## src/rtl/hci_core_r_id_tracker_if.sv

```systemverilog
// HCI core bus interface and size descriptor used by hci_core_r_id_tracker.
//
// hci_core_r_id_tracker_pkg::hci_size_parameter_t bundles the bus widths
// (IW, DW, AW, UW, EW, EHW).
//
// hci_core_r_id_tracker_if carries one HCI core channel:
//   request  : req, add, wen, data, be, user, id, ecc, ereq, r_ready, r_eready
//   response : gnt, egnt, r_valid, r_evalid, r_data, r_user, r_id, r_opc, r_ecc
// Modports:
//   initiator : drives the request side, samples the response side
//   target    : samples the request side, drives the response side
// Zero-width fields (UW/EW/EHW = 0) are carried as one dead bit.

package hci_core_r_id_tracker_pkg;
  typedef struct packed {
    int unsigned IW;
    int unsigned DW;
    int unsigned AW;
    int unsigned UW;
    int unsigned EW;
    int unsigned EHW;
  } hci_size_parameter_t;
endpackage

interface hci_core_r_id_tracker_if #(
  parameter int unsigned IW  = 8,
  parameter int unsigned DW  = 32,
  parameter int unsigned AW  = 32,
  parameter int unsigned UW  = 1,
  parameter int unsigned EW  = 1,
  parameter int unsigned EHW = 1
);
  localparam int unsigned BW   = (DW >= 8) ? DW / 8 : 1;
  localparam int unsigned UWP  = (UW  > 0) ? UW  : 1;
  localparam int unsigned EWP  = (EW  > 0) ? EW  : 1;
  localparam int unsigned EHWP = (EHW > 0) ? EHW : 1;

  logic            req;
  logic            gnt;
  logic [AW-1:0]   add;
  logic            wen;
  logic [DW-1:0]   data;
  logic [BW-1:0]   be;
  logic            r_ready;
  logic [UWP-1:0]  user;
  logic [IW-1:0]   id;
  logic [EWP-1:0]  ecc;
  logic [EHWP-1:0] ereq;
  logic [EHWP-1:0] r_eready;

  logic [DW-1:0]   r_data;
  logic            r_valid;
  logic [UWP-1:0]  r_user;
  logic [IW-1:0]   r_id;
  logic            r_opc;
  logic [EWP-1:0]  r_ecc;
  logic [EHWP-1:0] egnt;
  logic [EHWP-1:0] r_evalid;

  modport initiator (
    output req, add, wen, data, be, r_ready, user, id, ecc, ereq, r_eready,
    input  gnt, r_data, r_valid, r_user, r_id, r_opc, r_ecc, egnt, r_evalid
  );

  modport target (
    input  req, add, wen, data, be, r_ready, user, id, ecc, ereq, r_eready,
    output gnt, r_data, r_valid, r_user, r_id, r_opc, r_ecc, egnt, r_evalid
  );
endinterface

```

## src/rtl/hci_core_r_id_tracker.sv

```systemverilog
// hci_core_r_id_tracker: in-order, multi-outstanding response-ID tracker for
// the HCI core path.
//
// Every granted request that will produce a response has its id pushed into a
// DEPTH-entry circular queue. When a response is accepted upstream, the head
// entry is returned on r_id and popped. All other fields pass through
// unchanged. Downstream id is tied to zero.
//
// Ports:
//   clk_i, rst_ni    clock, asynchronous active-low reset
//   clear_i          synchronous flush of the queue and error flags
//   enable_i         enables push/pop and r_id drive
//   tcdm_target      upstream side (id captured, r_id driven)
//   tcdm_initiator   downstream side
//   outstanding_o    queue occupancy
//   err_underflow_o  sticky: response accepted with an empty queue
//   err_timeout_o    sticky: head entry older than MAX_LATENCY cycles
//
// Optional feature macro HCI_R_ID_TRACKER_TIMEOUT_EN adds the head-age counter
// behind err_timeout_o. Without it the flag is tied to 0.

module hci_core_r_id_tracker
  import hci_core_r_id_tracker_pkg::*;
#(
  parameter int unsigned         DEPTH                = 4,
  parameter bit                  WRITE_RESP           = 1'b0,
  parameter int unsigned         MAX_LATENCY          = 64,
  parameter hci_size_parameter_t HCI_SIZE_tcdm_target = '0
) (
  input  logic                       clk_i,
  input  logic                       rst_ni,
  input  logic                       clear_i,
  input  logic                       enable_i,
  hci_core_r_id_tracker_if.target    tcdm_target,
  hci_core_r_id_tracker_if.initiator tcdm_initiator,
  output logic [$clog2(DEPTH+1)-1:0] outstanding_o,
  output logic                       err_underflow_o,
  output logic                       err_timeout_o
);

  localparam int unsigned IW  = HCI_SIZE_tcdm_target.IW;
  localparam int unsigned EHW = HCI_SIZE_tcdm_target.EHW;
  localparam int unsigned CW  = $clog2(DEPTH + 1);
  localparam int unsigned PW  = (DEPTH > 1) ? $clog2(DEPTH) : 1;

`ifndef SYNTHESIS
  if (DEPTH < 1) begin : g_chk_depth
    $error("DEPTH must be >= 1");
  end
  if (MAX_LATENCY < 1) begin : g_chk_lat
    $error("MAX_LATENCY must be >= 1");
  end
  if (tcdm_target.IW != IW || tcdm_target.EHW != EHW) begin : g_chk_size
    $error("tcdm_target size does not match HCI_SIZE_tcdm_target");
  end
  if (tcdm_target.DW  != tcdm_initiator.DW  || tcdm_target.AW != tcdm_initiator.AW ||
      tcdm_target.UW  != tcdm_initiator.UW  || tcdm_target.EW != tcdm_initiator.EW ||
      tcdm_target.EHW != tcdm_initiator.EHW) begin : g_chk_intf
    $error("tcdm_target and tcdm_initiator sizes differ");
  end
`endif

  logic [IW-1:0] mem_q [DEPTH];
  logic [PW-1:0] wr_ptr_q, rd_ptr_q;
  logic [CW-1:0] cnt_q;
  logic          err_uf_q;

  logic empty, full, gnt_up, req_dn;
  logic push, resp, pop, uf_set;

  assign empty = (cnt_q == '0);
  // No same-cycle pop credit: a full queue blocks the request even if the
  // head is being retired on this edge.
  assign full  = (cnt_q == CW'(DEPTH));

  assign req_dn = tcdm_target.req    & ~full;
  assign gnt_up = tcdm_initiator.gnt & ~full;

  assign push   = enable_i & tcdm_target.req & gnt_up & (WRITE_RESP | tcdm_target.wen);
  assign resp   = enable_i & tcdm_initiator.r_valid & tcdm_target.r_ready;
  assign pop    = resp & ~empty;
  assign uf_set = resp &  empty;

  // DEPTH need not be a power of two, so wrap explicitly.
  function automatic logic [PW-1:0] ptr_inc(input logic [PW-1:0] p);
    return (p == PW'(DEPTH - 1)) ? '0 : p + 1'b1;
  endfunction

  always_ff @(posedge clk_i or negedge rst_ni) begin
    if (!rst_ni) begin
      wr_ptr_q <= '0;
      rd_ptr_q <= '0;
      cnt_q    <= '0;
      err_uf_q <= 1'b0;
      for (int i = 0; i < int'(DEPTH); i++) mem_q[i] <= '0;
    end else if (clear_i) begin
      wr_ptr_q <= '0;
      rd_ptr_q <= '0;
      cnt_q    <= '0;
      err_uf_q <= 1'b0;
    end else begin
      if (push) begin
        mem_q[wr_ptr_q] <= tcdm_target.id;
        wr_ptr_q        <= ptr_inc(wr_ptr_q);
      end
      if (pop) rd_ptr_q <= ptr_inc(rd_ptr_q);
      if (push && !pop)      cnt_q <= cnt_q + 1'b1;
      else if (pop && !push) cnt_q <= cnt_q - 1'b1;
      if (uf_set) err_uf_q <= 1'b1;
    end
  end

  assign outstanding_o   = cnt_q;
  assign err_underflow_o = err_uf_q;

`ifdef HCI_R_ID_TRACKER_TIMEOUT_EN
  localparam int unsigned AGW = $clog2(MAX_LATENCY + 1);
  logic [AGW-1:0] age_q;
  logic           err_to_q;

  // Age of the current head; restarts whenever the head changes or the queue
  // drains, saturates at MAX_LATENCY.
  always_ff @(posedge clk_i or negedge rst_ni) begin
    if (!rst_ni) begin
      age_q    <= '0;
      err_to_q <= 1'b0;
    end else if (clear_i) begin
      age_q    <= '0;
      err_to_q <= 1'b0;
    end else if (pop || empty) begin
      age_q <= '0;
    end else if (age_q != AGW'(MAX_LATENCY)) begin
      age_q <= age_q + 1'b1;
      if (age_q == AGW'(MAX_LATENCY - 1)) err_to_q <= 1'b1;
    end
  end

  assign err_timeout_o = err_to_q;
`else
  assign err_timeout_o = 1'b0;
`endif

  // Downstream request path
  assign tcdm_initiator.req     = req_dn;
  assign tcdm_initiator.add     = tcdm_target.add;
  assign tcdm_initiator.wen     = tcdm_target.wen;
  assign tcdm_initiator.data    = tcdm_target.data;
  assign tcdm_initiator.be      = tcdm_target.be;
  assign tcdm_initiator.user    = tcdm_target.user;
  assign tcdm_initiator.ecc     = tcdm_target.ecc;
  assign tcdm_initiator.id      = '0;
  assign tcdm_initiator.r_ready = tcdm_target.r_ready;

  // Upstream response path
  assign tcdm_target.gnt     = gnt_up;
  assign tcdm_target.r_data  = tcdm_initiator.r_data;
  assign tcdm_target.r_valid = tcdm_initiator.r_valid;
  assign tcdm_target.r_user  = tcdm_initiator.r_user;
  assign tcdm_target.r_opc   = tcdm_initiator.r_opc;
  assign tcdm_target.r_ecc   = tcdm_initiator.r_ecc;
  assign tcdm_target.r_id    = (enable_i && !empty) ? mem_q[rd_ptr_q] : '0;

  // ECC handshake copies follow the (gated) main handshake
  if (EHW > 0) begin : g_ecc
    assign tcdm_initiator.ereq     = {EHW{req_dn}};
    assign tcdm_initiator.r_eready = {EHW{tcdm_target.r_ready}};
    assign tcdm_target.egnt        = {EHW{gnt_up}};
    assign tcdm_target.r_evalid    = {EHW{tcdm_initiator.r_valid}};
  end else begin : g_no_ecc
    assign tcdm_initiator.ereq     = '0;
    assign tcdm_initiator.r_eready = '1;
    assign tcdm_target.egnt        = '1;
    assign tcdm_target.r_evalid    = '0;
  end

  // Inputs deliberately ignored: upstream ECC handshake copies and the
  // downstream response id (order is recovered from the queue instead).
  logic unused_in;
  assign unused_in = ^{tcdm_target.ereq, tcdm_target.r_eready,
                       tcdm_initiator.egnt, tcdm_initiator.r_evalid,
                       tcdm_initiator.r_id};

endmodule

```

## src/flat_wrapper.sv

```systemverilog
// flat-port wrapper written by rule: the top's interface ports become plain ports
module hci_core_r_id_tracker_flat import hci_core_r_id_tracker_pkg::*;
#(
  parameter int unsigned         DEPTH                = 4,
  parameter bit                  WRITE_RESP           = 1'b0,
  parameter int unsigned         MAX_LATENCY          = 64,
  parameter hci_size_parameter_t HCI_SIZE_tcdm_target = '0
)
  (clk_i, rst_ni, clear_i, enable_i, outstanding_o, err_underflow_o, err_timeout_o, tcdm_target_req, tcdm_target_add, tcdm_target_wen, tcdm_target_data, tcdm_target_be, tcdm_target_r_ready, tcdm_target_user, tcdm_target_id, tcdm_target_ecc, tcdm_target_ereq, tcdm_target_r_eready, tcdm_target_gnt, tcdm_target_r_data, tcdm_target_r_valid, tcdm_target_r_user, tcdm_target_r_id, tcdm_target_r_opc, tcdm_target_r_ecc, tcdm_target_egnt, tcdm_target_r_evalid, tcdm_initiator_req, tcdm_initiator_add, tcdm_initiator_wen, tcdm_initiator_data, tcdm_initiator_be, tcdm_initiator_r_ready, tcdm_initiator_user, tcdm_initiator_id, tcdm_initiator_ecc, tcdm_initiator_ereq, tcdm_initiator_r_eready, tcdm_initiator_gnt, tcdm_initiator_r_data, tcdm_initiator_r_valid, tcdm_initiator_r_user, tcdm_initiator_r_id, tcdm_initiator_r_opc, tcdm_initiator_r_ecc, tcdm_initiator_egnt, tcdm_initiator_r_evalid);
  hci_core_r_id_tracker_if #(.IW(4), .DW(32), .AW(16), .UW(2), .EW(7), .EHW(1)) tcdm_target_i ();
  hci_core_r_id_tracker_if #(.IW(4), .DW(32), .AW(16), .UW(2), .EW(7), .EHW(1)) tcdm_initiator_i ();
  input  logic clk_i;
  input  logic rst_ni;
  input  logic clear_i;
  input  logic enable_i;
  output logic [$clog2(DEPTH+1)-1:0] outstanding_o;
  output logic err_underflow_o;
  output logic err_timeout_o;
  input wire logic [$bits(tcdm_target_i.req)-1:0] tcdm_target_req;
  input wire logic [$bits(tcdm_target_i.add)-1:0] tcdm_target_add;
  input wire logic [$bits(tcdm_target_i.wen)-1:0] tcdm_target_wen;
  input wire logic [$bits(tcdm_target_i.data)-1:0] tcdm_target_data;
  input wire logic [$bits(tcdm_target_i.be)-1:0] tcdm_target_be;
  input wire logic [$bits(tcdm_target_i.r_ready)-1:0] tcdm_target_r_ready;
  input wire logic [$bits(tcdm_target_i.user)-1:0] tcdm_target_user;
  input wire logic [$bits(tcdm_target_i.id)-1:0] tcdm_target_id;
  input wire logic [$bits(tcdm_target_i.ecc)-1:0] tcdm_target_ecc;
  input wire logic [$bits(tcdm_target_i.ereq)-1:0] tcdm_target_ereq;
  input wire logic [$bits(tcdm_target_i.r_eready)-1:0] tcdm_target_r_eready;
  output wire logic [$bits(tcdm_target_i.gnt)-1:0] tcdm_target_gnt;
  output wire logic [$bits(tcdm_target_i.r_data)-1:0] tcdm_target_r_data;
  output wire logic [$bits(tcdm_target_i.r_valid)-1:0] tcdm_target_r_valid;
  output wire logic [$bits(tcdm_target_i.r_user)-1:0] tcdm_target_r_user;
  output wire logic [$bits(tcdm_target_i.r_id)-1:0] tcdm_target_r_id;
  output wire logic [$bits(tcdm_target_i.r_opc)-1:0] tcdm_target_r_opc;
  output wire logic [$bits(tcdm_target_i.r_ecc)-1:0] tcdm_target_r_ecc;
  output wire logic [$bits(tcdm_target_i.egnt)-1:0] tcdm_target_egnt;
  output wire logic [$bits(tcdm_target_i.r_evalid)-1:0] tcdm_target_r_evalid;
  output wire logic [$bits(tcdm_initiator_i.req)-1:0] tcdm_initiator_req;
  output wire logic [$bits(tcdm_initiator_i.add)-1:0] tcdm_initiator_add;
  output wire logic [$bits(tcdm_initiator_i.wen)-1:0] tcdm_initiator_wen;
  output wire logic [$bits(tcdm_initiator_i.data)-1:0] tcdm_initiator_data;
  output wire logic [$bits(tcdm_initiator_i.be)-1:0] tcdm_initiator_be;
  output wire logic [$bits(tcdm_initiator_i.r_ready)-1:0] tcdm_initiator_r_ready;
  output wire logic [$bits(tcdm_initiator_i.user)-1:0] tcdm_initiator_user;
  output wire logic [$bits(tcdm_initiator_i.id)-1:0] tcdm_initiator_id;
  output wire logic [$bits(tcdm_initiator_i.ecc)-1:0] tcdm_initiator_ecc;
  output wire logic [$bits(tcdm_initiator_i.ereq)-1:0] tcdm_initiator_ereq;
  output wire logic [$bits(tcdm_initiator_i.r_eready)-1:0] tcdm_initiator_r_eready;
  input wire logic [$bits(tcdm_initiator_i.gnt)-1:0] tcdm_initiator_gnt;
  input wire logic [$bits(tcdm_initiator_i.r_data)-1:0] tcdm_initiator_r_data;
  input wire logic [$bits(tcdm_initiator_i.r_valid)-1:0] tcdm_initiator_r_valid;
  input wire logic [$bits(tcdm_initiator_i.r_user)-1:0] tcdm_initiator_r_user;
  input wire logic [$bits(tcdm_initiator_i.r_id)-1:0] tcdm_initiator_r_id;
  input wire logic [$bits(tcdm_initiator_i.r_opc)-1:0] tcdm_initiator_r_opc;
  input wire logic [$bits(tcdm_initiator_i.r_ecc)-1:0] tcdm_initiator_r_ecc;
  input wire logic [$bits(tcdm_initiator_i.egnt)-1:0] tcdm_initiator_egnt;
  input wire logic [$bits(tcdm_initiator_i.r_evalid)-1:0] tcdm_initiator_r_evalid;
  assign tcdm_target_i.req = tcdm_target_req;
  assign tcdm_target_i.add = tcdm_target_add;
  assign tcdm_target_i.wen = tcdm_target_wen;
  assign tcdm_target_i.data = tcdm_target_data;
  assign tcdm_target_i.be = tcdm_target_be;
  assign tcdm_target_i.r_ready = tcdm_target_r_ready;
  assign tcdm_target_i.user = tcdm_target_user;
  assign tcdm_target_i.id = tcdm_target_id;
  assign tcdm_target_i.ecc = tcdm_target_ecc;
  assign tcdm_target_i.ereq = tcdm_target_ereq;
  assign tcdm_target_i.r_eready = tcdm_target_r_eready;
  assign tcdm_target_gnt = tcdm_target_i.gnt;
  assign tcdm_target_r_data = tcdm_target_i.r_data;
  assign tcdm_target_r_valid = tcdm_target_i.r_valid;
  assign tcdm_target_r_user = tcdm_target_i.r_user;
  assign tcdm_target_r_id = tcdm_target_i.r_id;
  assign tcdm_target_r_opc = tcdm_target_i.r_opc;
  assign tcdm_target_r_ecc = tcdm_target_i.r_ecc;
  assign tcdm_target_egnt = tcdm_target_i.egnt;
  assign tcdm_target_r_evalid = tcdm_target_i.r_evalid;
  assign tcdm_initiator_req = tcdm_initiator_i.req;
  assign tcdm_initiator_add = tcdm_initiator_i.add;
  assign tcdm_initiator_wen = tcdm_initiator_i.wen;
  assign tcdm_initiator_data = tcdm_initiator_i.data;
  assign tcdm_initiator_be = tcdm_initiator_i.be;
  assign tcdm_initiator_r_ready = tcdm_initiator_i.r_ready;
  assign tcdm_initiator_user = tcdm_initiator_i.user;
  assign tcdm_initiator_id = tcdm_initiator_i.id;
  assign tcdm_initiator_ecc = tcdm_initiator_i.ecc;
  assign tcdm_initiator_ereq = tcdm_initiator_i.ereq;
  assign tcdm_initiator_r_eready = tcdm_initiator_i.r_eready;
  assign tcdm_initiator_i.gnt = tcdm_initiator_gnt;
  assign tcdm_initiator_i.r_data = tcdm_initiator_r_data;
  assign tcdm_initiator_i.r_valid = tcdm_initiator_r_valid;
  assign tcdm_initiator_i.r_user = tcdm_initiator_r_user;
  assign tcdm_initiator_i.r_id = tcdm_initiator_r_id;
  assign tcdm_initiator_i.r_opc = tcdm_initiator_r_opc;
  assign tcdm_initiator_i.r_ecc = tcdm_initiator_r_ecc;
  assign tcdm_initiator_i.egnt = tcdm_initiator_egnt;
  assign tcdm_initiator_i.r_evalid = tcdm_initiator_r_evalid;
  hci_core_r_id_tracker #(.DEPTH(DEPTH), .WRITE_RESP(WRITE_RESP), .MAX_LATENCY(MAX_LATENCY), .HCI_SIZE_tcdm_target(HCI_SIZE_tcdm_target)) u_core (.clk_i(clk_i), .rst_ni(rst_ni), .clear_i(clear_i), .enable_i(enable_i), .tcdm_target(tcdm_target_i), .tcdm_initiator(tcdm_initiator_i), .outstanding_o(outstanding_o), .err_underflow_o(err_underflow_o), .err_timeout_o(err_timeout_o));
endmodule
```

## config.mk

```make
export PLATFORM = sky130hd
export DESIGN_NAME = hci_core_r_id_tracker_flat
export DESIGN_NICKNAME = d
export VERILOG_FILES = /design/src/rtl/hci_core_r_id_tracker_if.sv /design/src/rtl/hci_core_r_id_tracker.sv /design/src/flat_wrapper.sv
export SDC_FILE = /design/constraint.sdc
export NUM_CORES = 1
export LEC_CHECK = 0
export CORE_AREA = 2 2 97 99
export CTS_CLUSTER_SIZE = 40
export DETAILED_ROUTE_END_ITERATION = 12
export DIE_AREA = 0 0 99 101
export PLACE_DENSITY = 0.68
export RECOVER_POWER = 100
export SETUP_SLACK_MARGIN = 0.05
export SYNTH_ARGS = -nofsm -noshare
export SYNTH_HDL_FRONTEND = slang
export SYNTH_SLANG_ARGS = --single-unit
```

## constraint.sdc

```tcl
create_clock -name clk_i -period 2.2 [get_ports clk_i]
set_input_delay 0.44 -clock clk_i [delete_from_list [all_inputs] [get_ports clk_i]]
set_output_delay 0.44 -clock clk_i [all_outputs]
set_load 0.05 [all_outputs]
```

==> run summary, run 1 <==
commonest non-fill, non-tap cell in the layout: dfrtp_1
worst slack, placed: -0.280 ns
signed area change from the synthesized netlist to the final layout: -19.4%
highest achievable clock rate: 0.480 GHz
critical path required time: 1.76 ns
Logic pwr share: 27.8%
maximum fanout encountered on the critical timing path: 4
final-report max-slew violation count: 0
data arrival at the endpoint of the critical path: 1.64 ns
Flop pwr share: 40.2%
number of cell rows: 35
Sw Share: 31.1%
type of the worst min-delay path: flop to flop
count of endpoints failing hold in the final timing report: 0
fraction of met1 tracks used by global routing: 5.48%
grt ovf: 0
core area: 8980 sq um
overall die area: 10000 sq um
Worst Clk Skew: 0.00402 ns
total design power: 809 uW
Root Driver: clkbuf_8
die extent in y: 101 um
fraction of final layout cells with drive strength greater than 1: 31.7%
number of endpoints failing setup at the final stage: 0
total track usage: 6.82%
clock edge transition at the registers on the reported setup and hold paths: 0.06 ns
clock tree sinks: 16
final wirelength: 3.69 mm
Post-Route Utilization: 16.5%
clock share of power: 32.0%
detailed-route wire length per cell: 15.6 um
worst vdd rail ir drop: 0.000342 V
critical path class: flop to primary output
fillcell total: 980
number of global-route vias before repair: 912
Post-synth EDFFs: 0
Syn Area/Cell: 9.22 sq um
number of buffers between clock root and the deepest sink: 2
met3 track utilization from global routing: 4.72%
result of the run: completed
area occupied by multi-input gates: 559 sq um
part of the Yosys area used for sequential elements: 21.8%
global-route wire length before repair: 5.22 mm
most used flip-flop cell after synthesis: dfrtp_1
Syn Inst Count: 199
largest net degree at the start of global routing: 17
RSZ-0062 raised after global routing: no
starting DRC count in detailed routing: 18
IO buf count: 21
grt peak-use layer: met2
worst slew slack as a fraction of its limit: 42.4%
Static Leakage: 0.669 nW
total of warnings raised by yosys: 0
Post-Synthesis Cell Area: 1830 sq um
Final min period: 2.08 ns
internal power: 557 uW
latest clock arrival within the worst-skew pair: 0.25 ns
DRC violation count after routing: 0
number of buffers added by the clock tree synthesis step: 3
TritonCTS clock tree: built
Async SR Flop Fraction: 100%
post-detailed-placement half-perimeter wirelength: 3.17 mm
global placer's final weighted congestion: 0.817
switching power: 251 uW
initial antenna violation count: 0
diode count: 0
H-tree levels: 1
final critical-path setup slack: 0.116 ns
part of the cycle the worst path needs: 94.7%
count of unique library cells instantiated by Yosys: 28
most used cells in the layout excluding fill and tap cells: 13 x dfrtp_1, 11 x conb_1, 10 x mux2_2
synthesized flop and latch total: 16
max-capacitance violation count: 0
vias post-DR: 868
power density over the cells: 547 nW/um^2
number of optimization iterations in the first detailed-route pass: 2
category of the worst setup path capture point: primary output
number of routed nets with antenna violations: 0
footprint of the flip-flops and latches: 404 sq um
worst slew pin tran: 0.863 ns
starting density of the core: 20.4%
count of boundary I/O pins: 249
Layout Nets: 256
via/cell ratio: 3.66
met2 demand-to-capacity share in global routing: 12.0%
width of the chip: 99 um
startpoint class of the critical path: flop
## area by class of cell
| class | instances | share of cell area [%] |
|---|---|---|
| Multi-Input combinational cell | 69 | 37.8 |
| Inverter | 4 | 1.02 |
| Timing Repair Buffer | 33 | 20.7 |
| Clock buffer | 4 | 3.72 |
| Sequential cell | 16 | 27.3 |
| Tap cell | 111 | 9.39 |
## power by group through the flow
stage | Combinational, mW | Sequential [mW] | Clock, mW
3_5_place_dp | 0.246 | 0.332 | 0
5_1_grt | 0.240 | 0.327 | 0.281
2_1_floorplan | 0.655 | 0.342 | 0
3_3_place_gp | 0.243 | 0.330 | 0
4_1_cts | 0.246 | 0.326 | 0.264
6_report | 0.225 | 0.325 | 0.259
## logic make-up (layout without fill, tap and decap cells)
| logic type | after synthesis | count (layout) | synth area share (%) |
|---|---|---|---|
| buffers and inverters | 123 | 41 | 49.5 |
| flip-flops | 16 | 16 | 21.8 |
| AO/OA/AOI/OAI | 3 | 3 | 1.23 |
| other | 2 | 11 | 0.409 |
| AND/OR/NAND/NOR | 32 | 32 | 11.6 |
| multiplexers | 14 | 14 | 9.69 |
| adder cells (fa/ha/maj) | 5 | 5 | 3.82 |
| XOR/XNOR | 4 | 4 | 1.91 |
## repair_timing
item,in CTS,in global routing
hold buffers,0,0
buffers inserted,0,1
setup endpoints to repair,1,1
pin swaps,0,5
gates resized for setup,1,7
## cell usage after synthesis (all sizes together) (2+ instances only)
master / instances / area, sq um
ha: 4 / 50.1
and2b: 2 / 15.0
mux2i: 2 / 20.0
mux2: 10 / 113
and3: 3 / 18.8
buf: 118 / 890
conb: 2 / 7.51
mux4: 2 / 45.0
xor2: 2 / 17.5
dfrtp: 16 / 400
nor3b: 5 / 62.6
inv: 4 / 15.0
nor3: 3 / 15.0
nor2: 10 / 37.5
xnor2: 2 / 17.5
a21oi: 2 / 10.0
nand3: 2 / 10.0
## state kept, by name, indices dropped and copies added, names as in the netlist
register	flops
u_core.rd_ptr_q	2
u_core.mem_q	8
u_core.outstanding_o	3
u_core.wr_ptr_q	2
u_core.err_underflow_o	1
## through the flow
step | hold slack, ns | setup TNS (ns) | instances | cell area [sq um]
after detailed placement | 0.491 | -1.56 | 232 | 1480
after floorplan | 0.144 | 0 | 208 | 1870
after global routing | 0.527 | 0 | 237 | 1480
after global placement | 0.484 | -1.06 | 232 | 1480
after CTS | 0.506 | 0 | 236 | 1530
final | 0.498 | 0 | 237 | 1480
## final timing paths
kind	depth (start not counted)	start	end	slack, ns
setup / recovery	3	u_core.rd_ptr_q[0]$_DFFE_PN0P_	tcdm_target_r_id[1]	0.12
hold / removal	2	u_core.err_underflow_o$_DFFE_PN0P_	u_core.err_underflow_o$_DFFE_PN0P_	0.50
setup reg to reg	7	u_core.outstanding_o[1]$_DFFE_PN0P_	u_core.outstanding_o[2]$_DFFE_PN0P_	0.15
hold reg to reg	2	u_core.err_underflow_o$_DFFE_PN0P_	u_core.err_underflow_o$_DFFE_PN0P_	0.50
max in group asynchronous	2	rst_ni	u_core.outstanding_o[0]$_DFFE_PN0P_	0.80
min in group asynchronous	2	rst_ni	u_core.mem_q[0]$_DFFE_PN0P_	0.81
## metal layers
metal / routed length [um] / up-vias
met1: 1100 / 395
li1: - / 359
met3: 509 / 30
met5: 0 / -
met4: 228 / 0
met2: 1860 / 84
## critical path: stages, from the launching register on
cell and delay (ns):
dfrtp_1 0.46, mux4_2 0.52, and3_1 0.21, buf_2 0.21
Power figures use the tool's default switching activity.
==> run 2, diff against run 1 <==
==> constraint.sdc (replaced) <==
create_clock -name clk_i -period 2.2 [get_ports clk_i]
set_input_delay 0.44 -clock clk_i [delete_from_list [all_inputs] [get_ports clk_i]]
set_output_delay 0.44 -clock clk_i [all_outputs]
set_load 0.01 [all_outputs]
==> run 2 against run 1 <==
Against the previous run:
- core utilization increased by 0.29 points
- non-clock buffer count increased by 1
- fmax decreased by 1.7%
- clock-buffer cell count unchanged
- routed wire length increased by 3.4%
- sequential power about the same
- register-to-register slack got worse by 0.07 ns
- clock skew increased by 0.0037 ns
- die area unchanged
- sequential share of layout area decreased by 0.39 points
- cell area increased by 1.8%
==> run summary, run 2 (synthesis gave the netlist of run 1 again) <==
result of the run: completed
RSZ-0062 raised after global routing: yes
area post-placement: 1380 sq um
Worst Clk Skew: 0.00777 ns
signed area change from the synthesized netlist to the final layout: -17.9%
global-route wire length before repair: 5.46 mm
power density over the cells: 499 nW/um^2
core area: 8980 sq um
type of the worst min-delay path: flop to flop
max-capacitance violation count: 0
Logic pwr share: 20.9%
internal power: 555 uW
total design power: 752 uW
hold buffer count at cts: 0
flip-flop count of the largest register, all copies and words added: 8
critical path required time: 2.38 ns
initial antenna violation count: 0
footprint of the flip-flops and latches: 405 sq um
Layout Nets: 257
switching power: 196 uW
starting DRC count in detailed routing: 10
launch point of the critical path: u_core.outstanding_o[2]$_DFFE_PN0P_
Final min period: 2.12 ns
clock tree sinks: 16
latest clock arrival within the worst-skew pair: 0.26 ns
critical path class: flop to flop
detailed-route wire length per cell: 16.0 um
TritonCTS clock tree: built
die extent in y: 101 um
startpoint class of the critical path: flop
Top reg by flops: u_core.mem_q
count of boundary I/O pins: 249
overall die area: 10000 sq um
diode count: 0
area occupied by multi-input gates: 584 sq um
origin of the worst min-delay path: u_core.mem_q[0]$_DFFE_PN0P_
clock edge transition at the registers on the reported setup and hold paths: 0.06 ns
maximum fanout encountered on the critical timing path: 6
worst vdd rail ir drop: 0.000284 V
count of endpoints failing hold in the final timing report: 0
final wirelength: 3.82 mm
number of cell rows: 35
fraction of final layout cells with drive strength greater than 1: 33.9%
starting density of the core: 20.4%
fillcell total: 976
accumulated negative setup slack: 0 ns
width of the chip: 99 um
global placer's final weighted congestion: 0.796
total track usage: 7.13%
number of global-route vias before repair: 942
number of routed nets with antenna violations: 0
post-detailed-placement half-perimeter wirelength: 3.22 mm
Flop pwr share: 43.6%
highest achievable clock rate: 0.472 GHz
commonest non-fill, non-tap cell in the layout: dfrtp_1
number of optimization iterations in the first detailed-route pass: 3
vias post-DR: 889
H-tree levels: 1
area of all placed cells without fillers: 1510 sq um
Static Leakage: 0.688 nW
DRC violation count after routing: 0
grt ovf: 0
worst reg2reg path startpoint: u_core.outstanding_o[2]$_DFFE_PN0P_
part of the cycle the worst path needs: 96.4%
data arrival at the endpoint of the critical path: 2.30 ns
number of buffers between clock root and the deepest sink: 2
final-report max-slew violation count: 0
Sw Share: 26.1%
Root Driver: clkbuf_8
number of endpoints failing setup at the final stage: 0
most used cells in the layout excluding fill and tap cells: 12 x dfrtp_1, 11 x conb_1, 11 x buf_4
clock share of power: 35.6%
category of the worst setup path capture point: flop
via/cell ratio: 3.74
largest net degree at the start of global routing: 12
IO buf count: 21
number of buffers added by the clock tree synthesis step: 3
[run 2: cell types whose count changed in the layout (fill, tap and decap cells not counted), moves of 3 or more]
cell | before | now
buf_4 | 6 | 11
clkbuf_1 | 7 | 2
buf_12 | 4 | 0
dlygate4sd3_1 | 5 | 9
dlygate4sd2_1 | 0 | 3
[run 2: area by class of cell]
type	count	area share (%)
multi-input cells	69	38.8
flip-flops and latches	16	26.9
repair buffers	34	20.4
well taps	111	9.23
clock buffers	4	3.66
inverters	4	0.998
[run 2: power groups by stage]
| stage | sequential (mW) | clock [mW] | combinational (mW) |
|---|---|---|---|
| finish | 0.328 | 0.267 | 0.157 |
| global route | 0.330 | 0.284 | 0.174 |
| CTS | 0.328 | 0.275 | 0.152 |
| detailed placement | 0.332 | 0 | 0.152 |
| global placement | 0.330 | 0 | 0.149 |
| floorplan | 0.329 | 0 | 0.287 |
[run 2: path summary, 6_finish.rpt]
path / end / slack (ns) / cells after the start
max: u_core.outstanding_o[2]$_DFFE_PN0P_ / 0.08 / 7
min: u_core.mem_q[0]$_DFFE_PN0P_ / 0.51 / 1
max reg2reg: u_core.outstanding_o[2]$_DFFE_PN0P_ / 0.08 / 7
min reg2reg: u_core.mem_q[0]$_DFFE_PN0P_ / 0.51 / 1
max in group asynchronous: u_core.outstanding_o[2]$_DFFE_PN0P_ / 0.94 / 2
min in group asynchronous: u_core.mem_q[3]$_DFFE_PN0P_ / 0.54 / 1
[run 2: stage by stage]
stage / util (%) / setup WS, ns / hold slack (ns) / cells
finish: 16.8 / 0.0792 / 0.514 / 238
global route: 16.8 / 0.00800 / 0.528 / 238
CTS: 16.1 / 0.0700 / 0.477 / 233
detailed placement: 15.3 / -0.293 / 0.499 / 228
global placement: 15.3 / -0.204 / 0.487 / 228
floorplan: - / 0.174 / 0.144 / 208
[run 2: critical path, cell delays in order (launching register included)]
cell      delay, ns
dfrtp_2        0.43
or3_4          0.44
and2_4         0.17
nor2_4         0.08
fa_2           0.23
nand3_2        0.07
or4b_1         0.53
o211ai_2       0.08
[run 2: metal layers]
metal,vias to the layer above,track usage (%),share of wire [%]
met5,-,0,0
met3,37,3.74,15
met2,82,12.4,51
met1,404,6.11,28
met4,0,5.58,6.5
li1,366,-,-
[run 2: timing repair]
| action | in CTS | in global routing |
|---|---|---|
| endpoints found under the hold margin | 0 | 0 |
| setup endpoints to repair | 4 | 2 |
| gates cloned | 0 | 0 |
| resized for setup | 7 | 12 |
| setup buffers | 1 | 5 |
| pin swaps | 0 | 6 |
